===== config.mk =====
export PLATFORM = sky130hd
export DESIGN_NAME = disp_msg_sched
export DESIGN_NICKNAME = d
export VERILOG_FILES = /design/src/rtl/disp_pkg.sv /design/src/rtl/disp_hold_timer.sv /design/src/rtl/disp_msg_sched.sv
export SDC_FILE = /design/constraint.sdc
export NUM_CORES = 1
export LEC_CHECK = 0
export CORE_MARGIN = 2
export CORE_UTILIZATION = 40
export DETAILED_ROUTE_END_ITERATION = 6
export SLEW_MARGIN = 15
export SYNTH_ARGS = -nofsm -noshare
export SYNTH_HDL_FRONTEND = slang
export SYNTH_SLANG_ARGS = --single-unit
export TNS_END_PERCENT = 10

===== constraint.sdc =====
create_clock -name clk -period 8.5 [get_ports clk]
set_clock_uncertainty 0.1 [all_clocks]
set_input_delay 1.7 -clock clk [delete_from_list [all_inputs] [get_ports clk]]
set_output_delay 1.7 -clock clk [all_outputs]
set_load 0.01 [all_outputs]

===== src/rtl/disp_pkg.sv =====
// Shared message codes, scheduler states and magnitude limit for the display scheduler.
package disp_pkg;

    localparam logic [1:0] MSG_NUM = 2'b00;
    localparam logic [1:0] MSG_OP  = 2'b01;
    localparam logic [1:0] MSG_VAL = 2'b10;
    localparam logic [1:0] MSG_ERR = 2'b11;

    localparam logic [9:0] MAG_MAX = 10'd255;

    typedef enum logic [1:0] {
        ST_NUM    = 2'd0,
        ST_PROMPT = 2'd1,
        ST_ERR    = 2'd2
    } state_t;

endpackage


===== src/rtl/disp_hold_timer.sv =====
// ERR hold timer: counts enabled cycles from a clear, flags done on count ERR_HOLD-1.
// Latency: done is combinational from the registered count; clear wins over enable.
// Backpressure: none, free-running while enabled.
module disp_hold_timer #(
    parameter int ERR_HOLD = 50_000_000,
    parameter int CNT_W    = 26
) (
    input  logic clk,
    input  logic rst,
    input  logic clear,
    input  logic en,
    output logic done
);

    localparam logic [CNT_W-1:0] LAST = CNT_W'(ERR_HOLD - 1);
    localparam logic [CNT_W-1:0] ONE  = {{(CNT_W-1){1'b0}}, 1'b1};

    logic [CNT_W-1:0] cnt;

    assign done = en & (cnt == LAST);

    always_ff @(posedge clk) begin
        if (rst) begin
            cnt <= '0;
        end else if (clear) begin
            cnt <= '0;
        end else if (en) begin
            cnt <= cnt + ONE;
        end
    end

endmodule


===== src/rtl/disp_msg_sched.sv =====
// Display scheduler: arbitrates error/result/prompt events into decoder writes, sign/magnitude.
// Latency: event at edge N drives registered outputs and a one-cycle write strobe at edge N+1.
// Backpressure: res_ready drops during ERR hold or a same-cycle err_req; losing events are dropped.
module disp_msg_sched
    import disp_pkg::*;
#(
    parameter int ERR_HOLD = 50_000_000,
    parameter int CNT_W    = 26
) (
    input  logic       clk,
    input  logic       rst,
    input  logic       res_valid,
    output logic       res_ready,
    input  logic [9:0] res_value,
    input  logic [1:0] res_dot,
    input  logic       err_req,
    input  logic       prompt_req,
    input  logic       prompt_sel,
    output logic       busy,
    output logic [1:0] disp_msg,
    output logic       disp_wr,
    output logic       disp_sel,
    output logic [7:0] disp_bin,
    output logic       disp_sgn,
    output logic [1:0] disp_dot
);

    state_t     state, state_n;
    logic [1:0] msg_n;
    logic [7:0] bin_n;
    logic       sgn_n;
    logic [1:0] dot_n;
    logic       wr_n;
    logic       tmr_clr;
    logic       tmr_en;
    logic       tmr_done;
    logic [9:0] mag;
    logic       ovf;

    // Ten-bit negation maps -512 onto 512, which the overflow check then rejects.
    assign mag       = res_value[9] ? (~res_value + 10'd1) : res_value;
    assign ovf       = mag > MAG_MAX;
    assign res_ready = (state != ST_ERR) & ~err_req;
    assign tmr_en    = (state == ST_ERR);
    assign busy      = tmr_en;
    assign disp_sel  = disp_wr;

    disp_hold_timer #(
        .ERR_HOLD (ERR_HOLD),
        .CNT_W    (CNT_W)
    ) u_hold (
        .clk   (clk),
        .rst   (rst),
        .clear (tmr_clr),
        .en    (tmr_en),
        .done  (tmr_done)
    );

    always_comb begin
        state_n = state;
        msg_n   = disp_msg;
        bin_n   = disp_bin;
        sgn_n   = disp_sgn;
        dot_n   = disp_dot;
        wr_n    = 1'b0;
        tmr_clr = 1'b0;
        if (err_req) begin
            state_n = ST_ERR;
            msg_n   = MSG_ERR;
            wr_n    = 1'b1;
            tmr_clr = 1'b1;
        end else if (state == ST_ERR) begin
            if (tmr_done) begin
                state_n = ST_NUM;
                msg_n   = MSG_NUM;
                bin_n   = '0;
                sgn_n   = 1'b0;
                dot_n   = '0;
                wr_n    = 1'b1;
                tmr_clr = 1'b1;
            end
        end else if (res_valid & res_ready) begin
            wr_n = 1'b1;
            if (ovf) begin
                state_n = ST_ERR;
                msg_n   = MSG_ERR;
                tmr_clr = 1'b1;
            end else begin
                state_n = ST_NUM;
                msg_n   = MSG_NUM;
                bin_n   = mag[7:0];
                sgn_n   = res_value[9];
                dot_n   = res_dot;
            end
        end else if (prompt_req) begin
            state_n = ST_PROMPT;
            msg_n   = prompt_sel ? MSG_VAL : MSG_OP;
            wr_n    = 1'b1;
        end
    end

    always_ff @(posedge clk) begin
        if (rst) begin
            state    <= ST_NUM;
            disp_msg <= MSG_NUM;
            disp_bin <= '0;
            disp_sgn <= 1'b0;
            disp_dot <= '0;
            disp_wr  <= 1'b0;
        end else begin
            state    <= state_n;
            disp_msg <= msg_n;
            disp_bin <= bin_n;
            disp_sgn <= sgn_n;
            disp_dot <= dot_n;
            disp_wr  <= wr_n;
        end
    end

endmodule


Yosys cells after proc, flatten, opt, wreduce, memory -nomap -nowiden
Index checks and enable logic that the tools add are counted.
W data, S select, Z words.
Operators by class
  add/sub/neg operators: 2
  order comparisons: 1
  equal/unequal tests: 6
  multiplexer cells: 33
  bitwise operators: 5
  reductions and logical operators: 8
Operators by type and width (number)
  $mux W8: 4
  $mux W2: 15
  $add A26 B1 Y26 const B: 1
  $eq A26 B26 Y1 const B: 1
  $mux W1: 13
  $add A10 B1 Y10 const B: 1
  $gt A10 B8 Y1 const B: 1
  $mux W10: 1
  $not A10 Y10: 1
  $ne A2 B2 Y1 const B: 2
  $reduce_and A2 Y1: 2
  $reduce_and A4 Y1: 1
  $reduce_bool A4 Y1: 1
  $reduce_or A2 Y1: 2
  $and A1 B1 Y1: 3
  $ne A3 B3 Y1 const B: 1
  $reduce_bool A3 Y1: 1
  $eq A2 B2 Y1 const B: 1
  $ne A2 B1 Y1 const B: 1
  $reduce_bool A2 Y1: 1
  $not A1 Y1: 1
Word-level totals
  register bits after elaboration: 42
  output and inout bits: 17
  logic and storage cells: 63

Logic depth before layout (Yosys ltp)
  depth in word-level cells: 9
  depth in mapped cells: 9
  mapped depth without buffers: 7

Modules after synthesis
From an unflattened synthesis, not the netlist that was laid out.
Second synthesis, totals
  cell total of the unflattened synthesis: 261
  area total of the unflattened synthesis: 2182.1 µm²
By module, submodules not included
  disp_hold_timer: times used 1, cells each 150, area each 1268.7 µm²
  disp_msg_sched: times used 1, cells each 111, area each 913.4 µm²

Worst setup path after synthesis
Ideal clock, no wire load.
  path type: input to output
  from: in err_req
  to: out res_ready
  arrival time: 2078 ps
  required time: 6700 ps
  path slack: 4622 ps
  stages on the path: 2
  buffers on the path: 1
  cells stage by stage: clkbuf_1 > nor2_1
On the way
  longest elaborated chain between the ends: 2
RTL lines
  start: declaration: line disp_msg_sched.sv:16  | input logic err_req,
  $not A1 Y1 (no line)
  $and A1 B1 Y1: line disp_msg_sched.sv:43  | assign res_ready = (state != ST_ERR) & ~err_req;
  end: declaration: line disp_msg_sched.sv:13  | output logic res_ready,
No other way between the ends.

Worst setup path after layout
Same ends and word-level chain as after synthesis.

==> out/results.ini <==
[outcome]
outcome=completed

[timing]
finalSetupViolations=0
fin_hold_ws_ns=0.377
fin_crit_sh_pct=56.7
hold_violations=0
worst_pin_slew_ns=0.920
fin_crit_ns=4.82
drv_slew=0
slew_headroom_pct=38.7
rsz0062_at_grt=false
max_freq_ghz=0.207
fin_tns_setup_ns=0

[global_route]
antenna_found_initial=0
grt.total_usage_pct=17.2
grt_pass1_vias=1647
grt_max_degree=27
grt_pass1_wl_microns=8020
gr-total-overflow=0

[cts]
cts_hold_buffers=0
clk_pin_slew_ns=0.08
cts_tree=done
cts_setup_buffers=0
cts_buffers=5
cts_root_buffer=clkbuf_8
htreeDepth=2
cts.sinks=42
cts_resized=0
clock_latency_ns=0.29
cts_buffer_depth=2

[power_and_ir_drop]
peakVddDrop_uv=78.4
power_density_nw_per_um2=162
p_leak_uw=0.000824
power_uw=412

[yosys]
syn_inst=245
synth_cell_types=41
synth_top_area_share_pct=40.6
ys_seq_area_share_pct=40.6
yosysWarnings=0
yosys-top-cells-area=dfxtp_1 41%, xnor2_1 8.5%, nor2_1 6.3%
ys_top_cells_by_count=42 x dfxtp_1, 35 x nor2_1, 20 x xnor2_1
yosysMostFrequentCell=dfxtp_1
yosys_most_used_dff=dfxtp_1
synthArstFlopShare_pct=0
netlist_area_sq_um=2070
yosysTopAreaCell=dfxtp_1
ys_ff_latch=42
synth_edf_count=0
syn_area_per_cell_sq_um=8.46
syn-num-nets=265

[finish]
fin_area_sq_um=2550
fillCellCount=503
diodes=0
multi_input_area_sq_um=1140
final_core_util_pct=50.6
syn2layout_area_growth_pct=23.2
regArea_sq_um=841
drive_gt1_share_pct=3.25
nets=296

[die]
core_area_sq_um=5040
fp.dieW_microns=76.0
start_util_pct=41.1
std_cell_rows=26
io_pins=35
die_h_microns=76.0
dieArea_sq_um=5770

[placement]
place_congestion=0.732
dp_hpwl_microns=3250
placed_area_sq_um=2450
port_buffers=34

[routing]
via_per_inst=5.24
first_pass_iters=4
num_vias=1817
route.detailed.drc=0
routedWlPerCell_microns=13.7
drtAntennaViolNets=0
drtIter0Drc=97
wirelength_microns=4750

[critical_path]
cp-start-kind=input port
cp-end-kind=output port
required_ns=6.70
critPathMaxFanout=10
cp.arrival_ns=3.02
worst-setup-path-type=in2out

[job]
cap_violations=0

[hold_path]
hp-class=reg2reg

## routing by layer
layer / GRT usage [%] / part of all wire, %
met3: 4.15 / 4.8
met4: 7.64 / 1.5
met5: 0 / 0
met1: 23.6 / 50
met2: 25.7 / 44
## cell families after synthesis
kind of cell | after synthesis | share of synthesized area (%)
AOI/OAI and AO/OA | 38 | 12.1
muxes | 1 | 0.483
DFF | 42 | 40.6
xor gates and xnor gates | 31 | 13.1
buffers and inverters | 20 | 4.59
and+or+nand+nor | 111 | 28.0
adders and majority gates | 2 | 1.21
## worst paths after layout
kind | from | to | slack [ns] | depth (start not counted)
worst max-delay path | err_req | res_ready | 3.68 | 3
worst min-delay path | disp_bin[2] | disp_bin[2] | 0.38 | 2
worst max register to register | u_hold.cnt[0] | u_hold.cnt[3] | 5.70 | 6
worst min register to register | disp_bin[2] | disp_bin[2] | 0.38 | 2
## per-stage QoR
stage                     worst slack [ns]  instances
after detailed placement              3.66        339
after floorplan                       4.62        245
after global placement                3.66        339
after CTS                             3.66        347
final                                 3.68        347
after global routing                  3.59        347
## worst max-delay path, cell delays in order
cell             delay [ns]
clkdlybuf4s50_1        0.57
nor2_1                 0.20
clkdlybuf4s50_1        0.55
## flip-flops by register name (all words and copies together) (netlist names)
| register | cells |
|---|---|
| disp_bin | 8 |
| disp_sgn | 1 |
| disp_sel | 1 |
| u_hold.cnt | 26 |
| state | 2 |
| disp_msg | 2 |
| disp_dot | 2 |
## cell type report
cell class,count,share of cell area [%]
timing repair buffer,35,13.6
multi-input combinational,183,44.5
clock inverter,1,1.18
tap,70,3.43
inverter,9,1.32
sequential,42,32.9
clock buffer,7,2.99
## report_power, final
group	switching [uW]	internal (uW)	leakage [uW]
Combinational	27.8	24.3	0.000431
Sequential	2.54	201	0.000340
Clock	68.9	88.0	0.0000524
## cells in the final DEF, fill, tap and decap left out, types with 3 or more instances in the layout
master,n
a21oi_1,8
a311oi_1,3
and4_1,3
clkbuf_8,5
clkdlybuf4s50_1,34
dfxtp_1,42
inv_1,9
nand2_1,12
nand2b_1,9
nand3_1,12
nand4_1,15
nor2_1,35
nor3_1,6
nor4_1,4
o21ai_0,13
or3_1,3
or4_1,3
xnor2_1,20
xor2_1,11
(Power assumes the default switching activity.)
